$ cat src/rtl/fetch_pkg.sv
// Shared definitions for the instruction fetch unit: FSM state encoding,
// the NOP word shown on reset, and the bit positions of the decode fields.
package fetch_pkg;

    typedef enum logic [1:0] {
        ST_RUN   = 2'd0,
        ST_FLUSH = 2'd1,
        ST_HALT  = 2'd2
    } fetch_state_t;

    // addi x0, x0, 0
    localparam logic [31:0] NOP_INSTR = 32'h0000_0013;

    localparam int OPCODE_LSB = 0;
    localparam int OPCODE_MSB = 6;
    localparam int FUNCT_LSB  = 12;
    localparam int FUNCT_MSB  = 14;

endpackage

$ cat src/rtl/fetch_fifo.sv
// Instruction buffer: synchronous FIFO with a flush input. The head word is
// read straight from storage, so the outputs depend only on registers.
// Push and pop in the same cycle are both honoured, also when full.
module fetch_fifo #(
    parameter int               DEPTH      = 2,
    parameter int               WIDTH      = 64,
    parameter logic [WIDTH-1:0] RESET_WORD = '0
) (
    input  logic                    clk,
    input  logic                    reset,
    input  logic                    clear,
    input  logic                    push,
    input  logic [WIDTH-1:0]        push_data,
    input  logic                    pop,
    output logic [WIDTH-1:0]        head_data,
    output logic                    not_empty,
    output logic [$clog2(DEPTH):0]  count
);

    localparam int             PTR_W    = $clog2(DEPTH);
    localparam logic [PTR_W:0] FULL_CNT = DEPTH[PTR_W:0];

    logic [WIDTH-1:0] mem [DEPTH];
    logic [PTR_W-1:0] wr_ptr;
    logic [PTR_W-1:0] rd_ptr;
    logic             do_push;
    logic             do_pop;

    assign not_empty = (count != '0);
    assign do_pop    = pop && not_empty;
    assign do_push   = push && ((count != FULL_CNT) || do_pop);
    assign head_data = mem[rd_ptr];

    // Storage, pointers and occupancy; clear drops everything buffered.
    always_ff @(posedge clk or posedge reset) begin
        if (reset) begin
            for (int i = 0; i < DEPTH; i++) begin
                mem[i] <= RESET_WORD;
            end
            wr_ptr <= '0;
            rd_ptr <= '0;
            count  <= '0;
        end else if (clear) begin
            wr_ptr <= '0;
            rd_ptr <= '0;
            count  <= '0;
        end else begin
            if (do_push) begin
                mem[wr_ptr] <= push_data;
                wr_ptr      <= wr_ptr + 1'b1;
            end
            if (do_pop) begin
                rd_ptr <= rd_ptr + 1'b1;
            end
            case ({do_push, do_pop})
                2'b10:   count <= count + 1'b1;
                2'b01:   count <= count - 1'b1;
                default: count <= count;
            endcase
        end
    end

endmodule

$ cat src/rtl/instr_fetch.sv
// Instruction fetch unit: issues word fetches to instruction memory, buffers
// in-order responses in fetch_fifo, and flushes stale responses on redirect.
// Optional feature macro: FETCH_MISALIGN_TRAP_EN (misaligned redirect halts
// fetch and raises if_misalign; otherwise the target is forced word aligned).
//
// Handshakes: imem_req/imem_gnt transfer a request on a cycle where both are
// high, and imem_addr is held while imem_req waits for a grant. if_valid/
// if_ready transfer the head instruction on a cycle where both are high.
module instr_fetch
    import fetch_pkg::*;
#(
    parameter logic [31:0] RESET_PC   = 32'h0000_0000,
    parameter int          FIFO_DEPTH = 2
) (
    input  logic         clk,
    input  logic         reset,
    output logic         imem_req,
    output logic [31:0]  imem_addr,
    input  logic         imem_gnt,
    input  logic         imem_rvalid,
    input  logic [31:0]  imem_rdata,
    input  logic         redirect,
    input  logic [31:0]  redirect_pc,
    input  logic         if_ready,
    output logic         if_valid,
    output logic [31:0]  if_instr,
    output logic [31:0]  if_pc,
    output logic [6:0]   if_opcode,
    output logic [2:0]   if_funct,
    output logic         if_misalign,
    output fetch_state_t dbg_state
);

    localparam int               CNT_W     = $clog2(FIFO_DEPTH) + 1;
    localparam logic [CNT_W-1:0] DEPTH_CNT = FIFO_DEPTH[CNT_W-1:0];

    fetch_state_t     state;
    fetch_state_t     state_nxt;
    logic [31:0]      fetch_pc;
    logic [31:0]      rsp_pc;
    logic [31:0]      halt_pc;
    logic [31:0]      target;
    logic             target_bad;
    logic [CNT_W-1:0] outstanding;
    logic [CNT_W-1:0] drop_cnt;
    logic [CNT_W-1:0] drop_nxt;
    logic [CNT_W-1:0] fifo_count;
    logic [CNT_W-1:0] in_flight;
    logic             grant;
    logic             rsp;
    logic             push;
    logic             pop;
    logic             fifo_nonempty;
    logic [63:0]      head;

`ifdef FETCH_MISALIGN_TRAP_EN
    assign target     = redirect_pc;
    assign target_bad = (redirect_pc[1:0] != 2'b00);
`else
    assign target     = {redirect_pc[31:2], 2'b00};
    assign target_bad = 1'b0;
`endif

    assign grant = imem_req && imem_gnt;
    assign rsp   = imem_rvalid && (outstanding != '0);
    assign pop   = fifo_nonempty && if_ready && (state != ST_HALT);
    assign push  = rsp && (state == ST_RUN) && !redirect;
    // Slots already committed; a head leaving this cycle frees its slot at
    // the same edge, which keeps a depth-2 buffer streaming at full rate.
    assign in_flight = outstanding + fifo_count - {{(CNT_W-1){1'b0}}, pop};

    // Next state, stale-response budget and request issue.
    always_comb begin
        state_nxt = state;
        drop_nxt  = drop_cnt;
        imem_req  = 1'b0;
        if (redirect) begin
            // Everything still in flight belongs to the old path.
            drop_nxt = outstanding - {{(CNT_W-1){1'b0}}, rsp};
            if (target_bad)
                state_nxt = ST_HALT;
            else if (drop_nxt != '0)
                state_nxt = ST_FLUSH;
            else
                state_nxt = ST_RUN;
        end else begin
            case (state)
                ST_RUN: begin
                    imem_req = !reset && (in_flight < DEPTH_CNT);
                end
                ST_FLUSH: begin
                    imem_req = !reset && (in_flight < DEPTH_CNT);
                    if (rsp) begin
                        drop_nxt = drop_cnt - 1'b1;
                        if (drop_nxt == '0) state_nxt = ST_RUN;
                    end
                end
                ST_HALT: begin
                    if (rsp && (drop_cnt != '0)) drop_nxt = drop_cnt - 1'b1;
                end
                default: state_nxt = ST_RUN;
            endcase
        end
    end

    // FSM state, fetch/response PCs and in-flight bookkeeping.
    always_ff @(posedge clk or posedge reset) begin
        if (reset) begin
            state       <= ST_RUN;
            fetch_pc    <= RESET_PC;
            rsp_pc      <= RESET_PC;
            halt_pc     <= RESET_PC;
            outstanding <= '0;
            drop_cnt    <= '0;
        end else begin
            state    <= state_nxt;
            drop_cnt <= drop_nxt;
            case ({grant, rsp})
                2'b10:   outstanding <= outstanding + 1'b1;
                2'b01:   outstanding <= outstanding - 1'b1;
                default: outstanding <= outstanding;
            endcase
            if (redirect && !target_bad)
                fetch_pc <= target;
            else if (grant)
                fetch_pc <= fetch_pc + 32'd4;
            // Responses arrive in order, so the next kept one follows rsp_pc.
            if (redirect && !target_bad)
                rsp_pc <= target;
            else if (push)
                rsp_pc <= rsp_pc + 32'd4;
            if (redirect && target_bad)
                halt_pc <= redirect_pc;
        end
    end

    fetch_fifo #(
        .DEPTH      (FIFO_DEPTH),
        .WIDTH      (64),
        .RESET_WORD ({RESET_PC, NOP_INSTR})
    ) u_fifo (
        .clk       (clk),
        .reset     (reset),
        .clear     (redirect),
        .push      (push),
        .push_data ({rsp_pc, imem_rdata}),
        .pop       (pop),
        .head_data (head),
        .not_empty (fifo_nonempty),
        .count     (fifo_count)
    );

    assign imem_addr = fetch_pc;
    assign if_valid  = fifo_nonempty && (state != ST_HALT);
    assign if_instr  = head[31:0];
    assign if_pc     = (state == ST_HALT) ? halt_pc : head[63:32];
    assign if_opcode = if_instr[OPCODE_MSB:OPCODE_LSB];
    assign if_funct  = if_instr[FUNCT_MSB:FUNCT_LSB];
    assign dbg_state = state;

`ifdef FETCH_MISALIGN_TRAP_EN
    assign if_misalign = (state == ST_HALT);
`else
    assign if_misalign = 1'b0;
`endif

endmodule

$ cat config.mk
export PLATFORM = sky130hd
export DESIGN_NAME = instr_fetch
export DESIGN_NICKNAME = d
export VERILOG_FILES = /design/src/rtl/fetch_pkg.sv /design/src/rtl/fetch_fifo.sv /design/src/rtl/instr_fetch.sv
export SDC_FILE = /design/constraint.sdc
export NUM_CORES = 1
export LEC_CHECK = 0
export BUFFER_PORTS_ARGS = -buffer_cell sky130_fd_sc_hd__buf_2
export CAP_MARGIN = 15
export CORE_MARGIN = 2
export CORE_UTILIZATION = 55
export CTS_BUF_LIST = sky130_fd_sc_hd__clkbuf_4 sky130_fd_sc_hd__clkbuf_8
export DETAILED_ROUTE_END_ITERATION = 12
export HOLD_SLACK_MARGIN = 0.15
export PLACE_DENSITY = 0.78
export SYNTH_ARGS = -nofsm -noshare
export SYNTH_HDL_FRONTEND = slang
export SYNTH_HIERARCHICAL = 1
export SYNTH_SLANG_ARGS = --single-unit
$ cat constraint.sdc
create_clock -name clk -period 8.1 [get_ports clk]
set_input_delay 1.215 -clock clk [delete_from_list [all_inputs] [get_ports clk]]
set_output_delay 1.215 -clock clk [all_outputs]
set_load 0.02 [all_outputs]
==> run_results.csv <==
group,metric,value,unit
logic_synthesis,yosysTopAreaCell,"dfrtp_1",
clock_network,cts_sinks,197,
layout,drive_gt1_frac,0.4567,
grt,grt_pass1_vias,6578,
routing,num_vias,6817,
setup_path,crit_fanout,15,
pwr,intPower,2.034,mW
sta,worst_slew_pin_slew,1.132,ns
layout,fill_cells,1367,
routing,drt_wl_total,22.05,mm
logic_synthesis,yosys-top-cells-area,"dfrtp_1, mux2_2, mux2_4, xnor2_1, nand2_1",
floorplan,io_pins,181,
logic_synthesis,synth-seq-area-share,0.5021,
logic_synthesis,avgSynthCellArea,12.45,um2
placed_design,place_hpwl,15.18,mm
layout,final_common_cell,"dfrtp_1",
min_path,min_path_type,"reg2reg",
grt,groute.usage.overall,0.2351,
pwr,power_density,285.5,nW/um2
setup_path,required,6.88,ns
setup_path,startpoint_type,"flip-flop",
pwr,p_sw_frac,0.3613,
floorplan,dieArea,18960,um2
logic_synthesis,ys.warnings.count,6,
routing,wl_per_cell,18.60,um
routing,first_pass_iters,5,
pwr,ir_drop,0.1719,mV
setup_path,r2r-start,"outstanding[1]",
outcome,status,"finished clean",
routing,ant_nets,0,
setup_path,cpPeakStageDelay,0.54,ns
sta,whs,0.5073,ns
setup_path,crit_path_top_delay_cell,"xnor3_2",
layout,nets,1022,
sta,slew_headroom,0.2443,
setup_path,startpoint,"u_fifo/count[1]",
setup_path,path_class,"reg2out",
placed_design,numPortBuffers,174,
grt,antenna_found_initial,2,
sta,rsz0062_at_grt,"false",
floorplan,die_h,137.7,um
logic_synthesis,synthCells,790,
logic_synthesis,ys_types,56,
clock_network,insertion_delay,0.47,ns
setup_path,worst-path-buf-inv,1,
logic_synthesis,yosys_most_used_dff,"dfrtp_1",
layout,layout_common_cells,"dfrtp_1, buf_2, mux2_2, nand2_1, mux2_4",
logic_synthesis,async_flop_share,1.000,
layout,area_delta_synth_final,13.44,%
floorplan,start_util,0.5646,
min_path,min-delay-start,"u_fifo/mem[115]",
layout,final_core_util,0.6404,
floorplan,rows,48,
clock_network,postCtsSetupRepairBufs,0,
pwr,leakage,5.323,nW
placed_design,place_congestion,0.8567,
routing,viasPerCell,5.753,
job,cap_viol_max_count,0,
logic_synthesis,synth_edf_count,0,
setup_path,cpLargestDelayFamily,"simple AND/OR/NAND/NOR gates",
placed_design,placed_area,10770,um2
clock_network,htreeDepth,4,
layout,final_area,11150,um2
pwr,switching_power,1.151,mW
clock_network,cts_root_buffer,"clkbuf_8",
sta,fin_setup_tns,0,ns
logic_synthesis,synthesis.area,9833,um2
clock_network,cts-resized-gates,0,
setup_path,crit_path_end_kind,"primary output",
floorplan,core,17420,um2
sta,post-route-period-util,0.5159,
pwr,p_seq_frac,0.442,
setup_path,cp_cell_sequence,"or2_2, and2_1, ha_1, and2b_2, xnor3_2, nor3_1, buf_2",
sta,hold_violations,0,
pwr,power_frac_clock,0.192,
routing,drc,0,
sta,finClkSkew,0.01199,ns
setup_path,arrival,2.96,ns
grt,overflow,0,
clock_network,cts_hold_buf,0,
sta,finalSetupViolCount,0,
clock_network,cts_tree,"built",
grt,grt_pass1_wl,34.47,mm
grt,grt_max_degree,84,
logic_synthesis,synth_top_cell_area_share,0.4861,
floorplan,die_w,137.7,um
clock_network,clockBufferDepth,2,
sta,fmax,239.3,MHz
sta,slew_viol_final,0,
clock_network,path_clk_slew,0.10,ns
pwr,combPwrFrac,0.366,
clock_network,cts_buffers,17,
logic_synthesis,ys_seq_elements,197,
routing,first_iter_violations,387,
sta,fin_crit,4.179,ns
-- synth_stat cells, types with 3 or more instances --
master	number
nand4_1	18
mux2i_1	3
and3_1	11
or4_1	3
nor3_1	18
buf_2	10
a21oi_1	10
mux2_4	49
buf_6	6
dfrtp_1	191
a311oi_1	3
nor2_1	13
nor2b_1	4
and4_1	5
nand2_1	54
dfstp_2	6
nand2b_1	3
and2_1	4
nand3_1	23
or3_1	8
o21ai_0	29
o211ai_1	7
o311ai_1	5
buf_4	14
xor2_1	16
nor4_1	14
mux2_2	158
ha_1	6
xnor2_1	28
clkbuf_1	20
inv_1	16
o21ai_1	6
-- final cells by class --
class,count,area [um2],area share
sequential,197,4938,0.4427
multi-input combinational,533,4567,0.4094
timing repair buffer,180,915.9,0.08211
tap,225,281.5,0.02524
clock buffer,18,247.7,0.02221
clock inverter,14,135.1,0.01211
inverter,17,66.31,0.005945
antenna,1,2.502,0.0002243
-- routing by layer --
| metal | global-route usage | part of all wire |
|---|---|---|
| met1 | 0.3245 | 0.45 |
| met2 | 0.3817 | 0.48 |
| met3 | 0.04967 | 0.059 |
| met4 | 0.05839 | 0.013 |
| met5 | 0 | 0.00059 |
-- sequential cells by signal (all words and copies together), names as in the netlist --
| signal | cells |
|---|---|
| u_fifo/mem | 128 |
| imem_addr | 30 |
| rsp_pc | 30 |
| drop_cnt | 2 |
| outstanding | 2 |
| u_fifo/count | 2 |
| dbg_state | 1 |
| u_fifo/rd_ptr | 1 |
| u_fifo/wr_ptr | 1 |
-- cell families (layout without fill, tap and decap cells) --
group                      Yosys count  in the layout  share of synthesized area
AOI/OAI and AO/OA                   74             74                    0.04721
xor gates and xnor gates            46             46                    0.04403
adders and majority gates            6              6                   0.007634
buffers and inverters               67            229                    0.03677
DFF                                197            197                     0.5021
muxes                              210            210                     0.2588
other                                1              9                  0.0003814
and+or+nand+nor                    189            189                     0.1031
-- worst paths after layout --
path | to | slack, ns | cells after the start
worst max-delay path | imem_req | 3.92 | 7
worst min-delay path | u_fifo/mem[115] | 0.51 | 1
worst max register to register | u_fifo/mem[47] | 4.71 | 6
worst min register to register | u_fifo/mem[115] | 0.51 | 1
max in group asynchronous | u_fifo/rd_ptr | 5.76 | 3
min in group asynchronous | u_fifo/mem[35] | 0.86 | 2
-- power by group through the flow --
stage	clock network [mW]	logic, mW	registers, mW
finish	0.611	1.16	1.41
global route	0.662	1.26	1.44
CTS	0.626	1.17	1.41
detailed placement	0	1.17	1.42
global placement	0	1.15	1.41
floorplan	0	0.885	1.40
-- metrics by stage --
| stage | setup slack (ns) | total power, mW | std cells |
|---|---|---|---|
| 2_1_floorplan | 3.369 | 2.282 | 797 |
| 3_3_place_gp | 3.711 | 2.557 | 1152 |
| 3_5_place_dp | 3.626 | 2.589 | 1152 |
| 4_1_cts | 3.914 | 3.205 | 1184 |
| 5_1_grt | 3.787 | 3.362 | 1185 |
| 6_report | 3.921 | 3.185 | 1185 |
(Power assumes the default switching activity.)
